### config.mk
export PLATFORM = sky130hd
export DESIGN_NAME = alu_operand_stage
export DESIGN_NICKNAME = d
export VERILOG_FILES = /design/src/rtl/alu_operand_stage.sv
export SDC_FILE = /design/constraint.sdc
export NUM_CORES = 2
export LEC_CHECK = 0
export CAP_MARGIN = 20
export CORE_UTILIZATION = 44
export CTS_CLUSTER_DIAMETER = 30
export DETAILED_ROUTE_END_ITERATION = 8
export GPL_TIMING_DRIVEN = 1
export SYNTH_ARGS = -nofsm -noshare
export SYNTH_HDL_FRONTEND = slang
export SYNTH_SLANG_ARGS = --single-unit
### constraint.sdc
create_clock -name clk -period 4.56 [get_ports clk]
set_input_delay 0.456 -clock clk [delete_from_list [all_inputs] [get_ports clk]]
set_output_delay 0.456 -clock clk [all_outputs]
set_load 0.03 [all_outputs]
### src/rtl/alu_operand_stage.sv
// Operand-fetch stage in front of the ALU: register file, pending-writeback
// scoreboard, writeback bypass and a registered valid/ready operand bundle.
module alu_operand_stage #(
    parameter int XLEN = 32,
    parameter int OPW  = 5
) (
    input  logic            clk,
    input  logic            rst_n,
    input  logic            in_valid,
    output logic            in_ready,
    input  logic [4:0]      in_rs1,
    input  logic [4:0]      in_rs2,
    input  logic [4:0]      in_rd,
    input  logic [XLEN-1:0] in_imm,
    input  logic            in_use_imm,
    input  logic [OPW-1:0]  in_alu_op,
    input  logic            in_wb_en,
    output logic            out_valid,
    input  logic            out_ready,
    output logic [XLEN-1:0] input1,
    output logic [XLEN-1:0] input2,
    output logic [OPW-1:0]  alu_op,
    output logic [4:0]      out_rd,
    output logic            out_wb_en,
    input  logic            wb_en,
    input  logic [4:0]      wb_rd,
    input  logic [XLEN-1:0] wb_data
);

    logic [XLEN-1:0] regs [32];
    logic [31:0]     pend;

    logic            wb_hit1;
    logic            wb_hit2;
    logic [XLEN-1:0] op_a;
    logic [XLEN-1:0] op_b;
    logic [XLEN-1:0] operand2;
    logic            src1_busy;
    logic            src2_busy;
    logic            hazard;
    logic            accept;

    // x0 is never written, so regs[0] reads back 0 without a special case.
    always_comb begin
        wb_hit1   = wb_en && (wb_rd == in_rs1);
        wb_hit2   = wb_en && (wb_rd == in_rs2);
        op_a      = (wb_hit1 && in_rs1 != 5'd0) ? wb_data : regs[in_rs1];
        op_b      = (wb_hit2 && in_rs2 != 5'd0) ? wb_data : regs[in_rs2];
        operand2  = in_use_imm ? in_imm : op_b;
        src1_busy = pend[in_rs1] && !wb_hit1;
        src2_busy = !in_use_imm && pend[in_rs2] && !wb_hit2;
        hazard    = src1_busy || src2_busy;
        in_ready  = (!out_valid || out_ready) && !hazard;
        accept    = in_valid && in_ready;
    end

    always_ff @(posedge clk or negedge rst_n) begin
        if (!rst_n) begin
            for (int i = 0; i < 32; i++) begin
                regs[i] <= '0;
            end
        end else if (wb_en && wb_rd != 5'd0) begin
            regs[wb_rd] <= wb_data;
        end
    end

    // The set is applied after the clear so a newly issued writer keeps ownership.
    always_ff @(posedge clk or negedge rst_n) begin
        if (!rst_n) begin
            pend <= '0;
        end else begin
            if (wb_en) begin
                pend[wb_rd] <= 1'b0;
            end
            if (accept && in_wb_en && in_rd != 5'd0) begin
                pend[in_rd] <= 1'b1;
            end
        end
    end

    always_ff @(posedge clk or negedge rst_n) begin
        if (!rst_n) begin
            out_valid <= 1'b0;
            input1    <= '0;
            input2    <= '0;
            alu_op    <= '0;
            out_rd    <= '0;
            out_wb_en <= 1'b0;
        end else if (accept) begin
            out_valid <= 1'b1;
            input1    <= op_a;
            input2    <= operand2;
            alu_op    <= in_alu_op;
            out_rd    <= in_rd;
            out_wb_en <= in_wb_en;
        end else if (out_ready) begin
            out_valid <= 1'b0;
        end
    end

endmodule

* Word level (Yosys, flattened, before mapping)
Index checks and enable logic that the tools add are counted.
** Word-level totals
- Output and inout port bits :: 77
- Register bits :: 1132
- Input port bits :: 96
** Operators by class
- Bitwise operators :: 6
- Mux-type cells :: 24
- Reduce and logical (&&, ||, !) cells :: 27
- $lt $le $gt $ge :: 10
- Equality and inequality tests :: 2
** Operators with widths (count)
- 1024-bit bitwise mux :: 1
- 32-bit binary-select mux with 5-bit select :: 2
- 32-bit 2-to-1 mux :: 10
- 32-bit demux with 5-bit select :: 1
- 32-bit AND :: 1
- 32-bit NOT :: 1
- 32-bit OR :: 1
- 5-bit by 6-bit less-than comparator with 1-bit output, second input constant :: 4
- 5-bit nonzero test :: 4
- 6-bit >= comparator, second input constant :: 3
- 5-bit NOT with 6-bit output :: 3
- 1-bit logical AND :: 15
- 1-bit binary-select mux with 5-bit select :: 2
- 1-bit demux with 5-bit select :: 2
- 5-bit == test :: 2
- 5-bit by 1-bit >= comparator with 1-bit output, second input constant :: 2
- 6-bit by 1-bit less-than comparator with 1-bit output, second input constant :: 1
- 1-bit 2-to-1 mux :: 6
- 1-bit logical NOT :: 5
- 1-bit logical OR :: 2
- 2-bit nonzero test :: 1

* Depth between registers and ports, before layout
- Depth after elaboration :: 11
- Gate-level depth with buffers :: 12

* Worst setup path before layout
Ideal clock, no wire load.
- Path type :: input -> register
- From :: input port in_rs1[1]
- To :: register input1[25]
- Buffers on the path :: 6
- Required time :: 4.433 ns
- Setup time :: 0.127 ns
- Cell stages on the path :: 10
- Slack :: 1.646 ns
- Arrival time :: 2.786 ns
- Cell sequence :: buf_2 buf_2 buf_2 buf_2 buf_2 buf_1 mux4_2 a221oi_1 o221ai_1 mux2_1
** Between the ends
- Word-level cells in the longest chain between the ends :: 8
** RTL lines
- start, declared :: line 11 : input logic [4:0] in_rs1,
- parallel branches: the longest is 8 deep, another holds 1-bit binary-select mux with 5-bit select
- end signal, assigned :: line 91 : input1 <= op_a;
- end, declared :: line 20 : output logic [XLEN-1:0] input1,
Several ways; the timed one is not identified. The select of a mux whose other input is x is not followed.
A chain may end at the register's enable or synchronous reset.

* Worst setup path after layout
- From :: register pend[11]
- To :: output port in_ready
** Between the ends
- Word-level cells in the longest chain between the ends :: 7
** RTL lines
- start, declared :: line 31 : logic [31:0] pend;
- start signal, assigned :: line 70 : pend <= '0;
- start signal, assigned by index :: line 73 : pend[wb_rd] <= 1'b0;
- start signal, assigned by index :: line 76 : pend[in_rd] <= 1'b1;
- 1-bit binary-select mux with 5-bit select :: line 51 : src2_busy = !in_use_imm && pend[in_rs2] && !wb_hit2;
- 1-bit 2-to-1 mux (not written as such) :: line 51
- 1-bit logical AND (2 in series) :: line 51
- 1-bit logical OR * :: line 52 : hazard = src1_busy || src2_busy;
- 1-bit logical NOT * :: line 53 : in_ready = (!out_valid || out_ready) && !hazard;
- 1-bit logical AND * :: line 53
- end, declared :: line 10 : output logic in_ready,
Every way passes the cells marked *; elsewhere a longest branch is shown, timed or not. The select of a mux whose other input is x is not followed.

==> flow_metrics.env <==
export IMPL_status="finished clean"
export IMPL_synth_async_reset_ratio_pct=100.0
export IMPL_ys_warn_count=0
export IMPL_yosys_area_top_type="dfrtp_1"
export IMPL_fin_tns_setup_ps=0
export IMPL_dieArea_mm2=0.1359
export IMPL_layout_commonest_cell="dfrtp_1"
export IMPL_grt_pass1_vias=41264
export IMPL_wl_per_cell_um=32.11
export IMPL_place_hpwl_um=112400
export IMPL_ios=173
export IMPL_period_minus_slack_ps=3872
export IMPL_vias=40249
export IMPL_crit_required_ps=4100
export IMPL_routabilityCongestion=0.8231
export IMPL_portBuffers=172
export IMPL_gr_total_overflow=0
export IMPL_crit_type="flop to output port"
export IMPL_ys_seq_area_share_pct=47.88
export IMPL_die_h_um=368.7
export IMPL_cts_buffers=296
export IMPL_timing_final_crit_share_pct=84.90
export IMPL_final_cell_mix="1,132 x dfrtp_1, 1,117 x mux2_2, 461 x mux4_2"
export IMPL_drtIter0Drc=4361
export IMPL_netlist_top_cells_area="dfrtp_1 48%, mux2_2 21%, mux4_2 18%"
export IMPL_place_area_mm2=0.06323
export IMPL_crit_chain="mux4_2 > mux2_2 > a211oi_1 > o21ai_1 > a22oi_2 > clkdlybuf4s50_1"
export IMPL_netlist_area_mm2=0.05917
export IMPL_cp_slowest_stage_delay_ps=720
export IMPL_yosysTopAreaCellShare_pct=47.88
export IMPL_cp_num_buf_inv=1
export IMPL_fmaxAchievable_ghz=0.2583
export IMPL_clkSinkCount=1132
export IMPL_drcViolationCount=0
export IMPL_start_kind="flop"
export IMPL_ys_types=53
export IMPL_die_x_um=368.7
export IMPL_postRouteAntennaNets=0
export IMPL_power_static_leakage_uw=0.03129
export IMPL_arrival_ps=3420
export IMPL_hold_class="primary input to async pin"
export IMPL_syn_to_final_growth_pct=24.30
export IMPL_ys_ff_latch=1132
export IMPL_htree_levels=5
export IMPL_cp_slowest_cell="clkdlybuf4s50_1"
export IMPL_crit_family="multiplexers"
export IMPL_avgViaCountPerCell=6.480
export IMPL_setup_worst_path_end_class="output port"
export IMPL_cellPowerDensity_mw_per_mm2=563.3
export IMPL_clk_pin_slew_worst_paths_ps=50
export IMPL_synth_cells=4043
export IMPL_drive_gt1_share_pct=51.38
export IMPL_antenna_found_initial=5
export IMPL_synth_area_per_cell_um2=14.63
export IMPL_fp_row_count=134
export IMPL_syn_nets=4139
export IMPL_clk_latency_ps=900
export IMPL_rsz0062_at_grt="no"
export IMPL_cts_setup_buffers=0
export IMPL_drv_cap=0
export IMPL_clockRootBuffer="clkbuf_16"
export IMPL_fin_area_mm2=0.07354
export IMPL_nets=4322
export IMPL_grtUsageTotal_pct=29.60
export IMPL_critPathMaxFanout=3
export IMPL_start_util_pct=44.33
export IMPL_fin_ws_ps=688.5
export IMPL_dpl_worst_slack_ps=913.0
export IMPL_maxSlewHeadroom_pct=24.79
export IMPL_peakVddDrop_v=0.0004480
export IMPL_hold_violations=0
export IMPL_cts_tree="yes"
export IMPL_final_setup_viol_count=0
export IMPL_drv_slew=0
export IMPL_wl_um=199400
export IMPL_clockBufferDepth=4
export IMPL_firstDrtPassIters=6
export IMPL_grt_max_degree=139
export IMPL_worstMarginPinSlew_ps=1124
export IMPL_grt_pass1_wl_um=293300
export IMPL_synth_edff_count=0
export IMPL_synth_main_ff_cell="dfrtp_1"
export IMPL_core_area_mm2=0.1335
export IMPL_finClkSkew_ps=64.93
export IMPL_diodes=0
[metrics by stage]
step	total power, uW	std cells	hold WS [ps]	utilization [%]
after floorplan	17880	4043	160.4	-
after global placement	20140	5685	377.5	47.36
after detailed placement	20320	5686	384.0	47.38
after CTS	41570	6202	190.0	54.95
after global routing	42860	6211	224.7	55.11
final	41430	6211	215.9	55.11
[sequential cells by signal, summed over array words and instances (netlist names)]
register   count
input2        32
out_valid      1
input1        32
out_rd         5
pend          32
regs        1024
out_wb_en      1
alu_op         5
[area by class of cell]
type	count	area, um^2
Fill cell	10761	59910
Tap cell	1768	2212
Inverter	54	202.7
Clock buffer	378	8213
Multi-Input combinational cell	2400	29090
Clock inverter	137	1873
Timing Repair Buffer	342	3628
Sequential cell	1132	28330
[worst paths after layout]
| path | slack, ps | depth (start not counted) | start | end |
|---|---|---|---|---|
| hold reg to reg | 390 | 0 | regs[1007] | regs[1007] |
| setup reg to reg | 1540 | 7 | pend[11] | input1[14] |
| hold / removal | 220 | 2 | rst_n | input1[29] |
| max in group asynchronous | 2980 | 4 | rst_n | regs[48] |
| min in group clk | 230 | 2 | in_alu_op[3] | alu_op[3] |
| setup / recovery | 690 | 6 | pend[11] | in_ready |
[worst register-to-register path: cells and delay by family (launching register included)]
kind,cells,cell delay (ps)
flip-flops,1,400
multiplexers,3,1260
buffers and inverters,1,470
AO/OA/AOI/OAI,3,760
[cells by family (layout without fill, tap and decap cells)]
group | after synthesis | count (layout) | share of synthesized area [%]
multiplexers | 1688 | 1688 | 40.70
XOR/XNOR | 10 | 10 | 0.1480
buffers and inverters | 511 | 911 | 3.455
AND/OR/NAND/NOR | 270 | 270 | 2.483
AO/OA/AOI/OAI | 432 | 432 | 5.340
flip-flops | 1132 | 1132 | 47.88
[where the power goes]
group | internal [uW] | leakage, uW | switching, uW
combinational | 3800 | 0.0119 | 2890
sequential | 12100 | 0.0145 | 1530
clock | 14900 | 0.00491 | 6250
total | 30800 | 0.0313 | 10700
[repair_timing]
| action | CTS | global route |
|---|---|---|
| setup endpoints to repair | 0 | 0 |
| resized for setup | 0 | 0 |
| hold buffers | 1 | 0 |
| endpoints found under the hold margin | 69 | 0 |
[routing by layer]
layer  GRT usage [%]  part of all wire [%]  vias to the layer above
li1                -                     -                    16094
met1           42.62                    43                    21724
met2           43.62                    45                     1983
met3           6.875                   8.5                      448
met4           10.92                   3.4                        0
met5               0                     0                        -
[cells in the mapped netlist (3+ instances only)]
master / number
dfrtp_1: 1132
mux2_2: 1117
mux4_2: 461
clkbuf_1: 307
a22oi_1: 179
mux2i_1: 96
nand3_1: 73
buf_1: 71
buf_2: 70
o22ai_1: 65
inv_1: 53
o21ai_0: 53
nand3b_1: 38
nor2b_1: 38
nand2_1: 37
a211oi_1: 33
nor2_1: 33
a32o_1: 20
o311ai_0: 19
nor3_1: 15
a221oi_1: 14
mux2_1: 14
o221ai_1: 13
o31ai_1: 13
a22o_1: 9
buf_4: 6
nand2b_1: 6
nor3b_1: 6
xnor2_1: 6
and3_1: 5
nor4_1: 5
and2_1: 4
xor2_1: 4
and3b_1: 3
or2_2: 3
(Power assumes the default switching activity.)
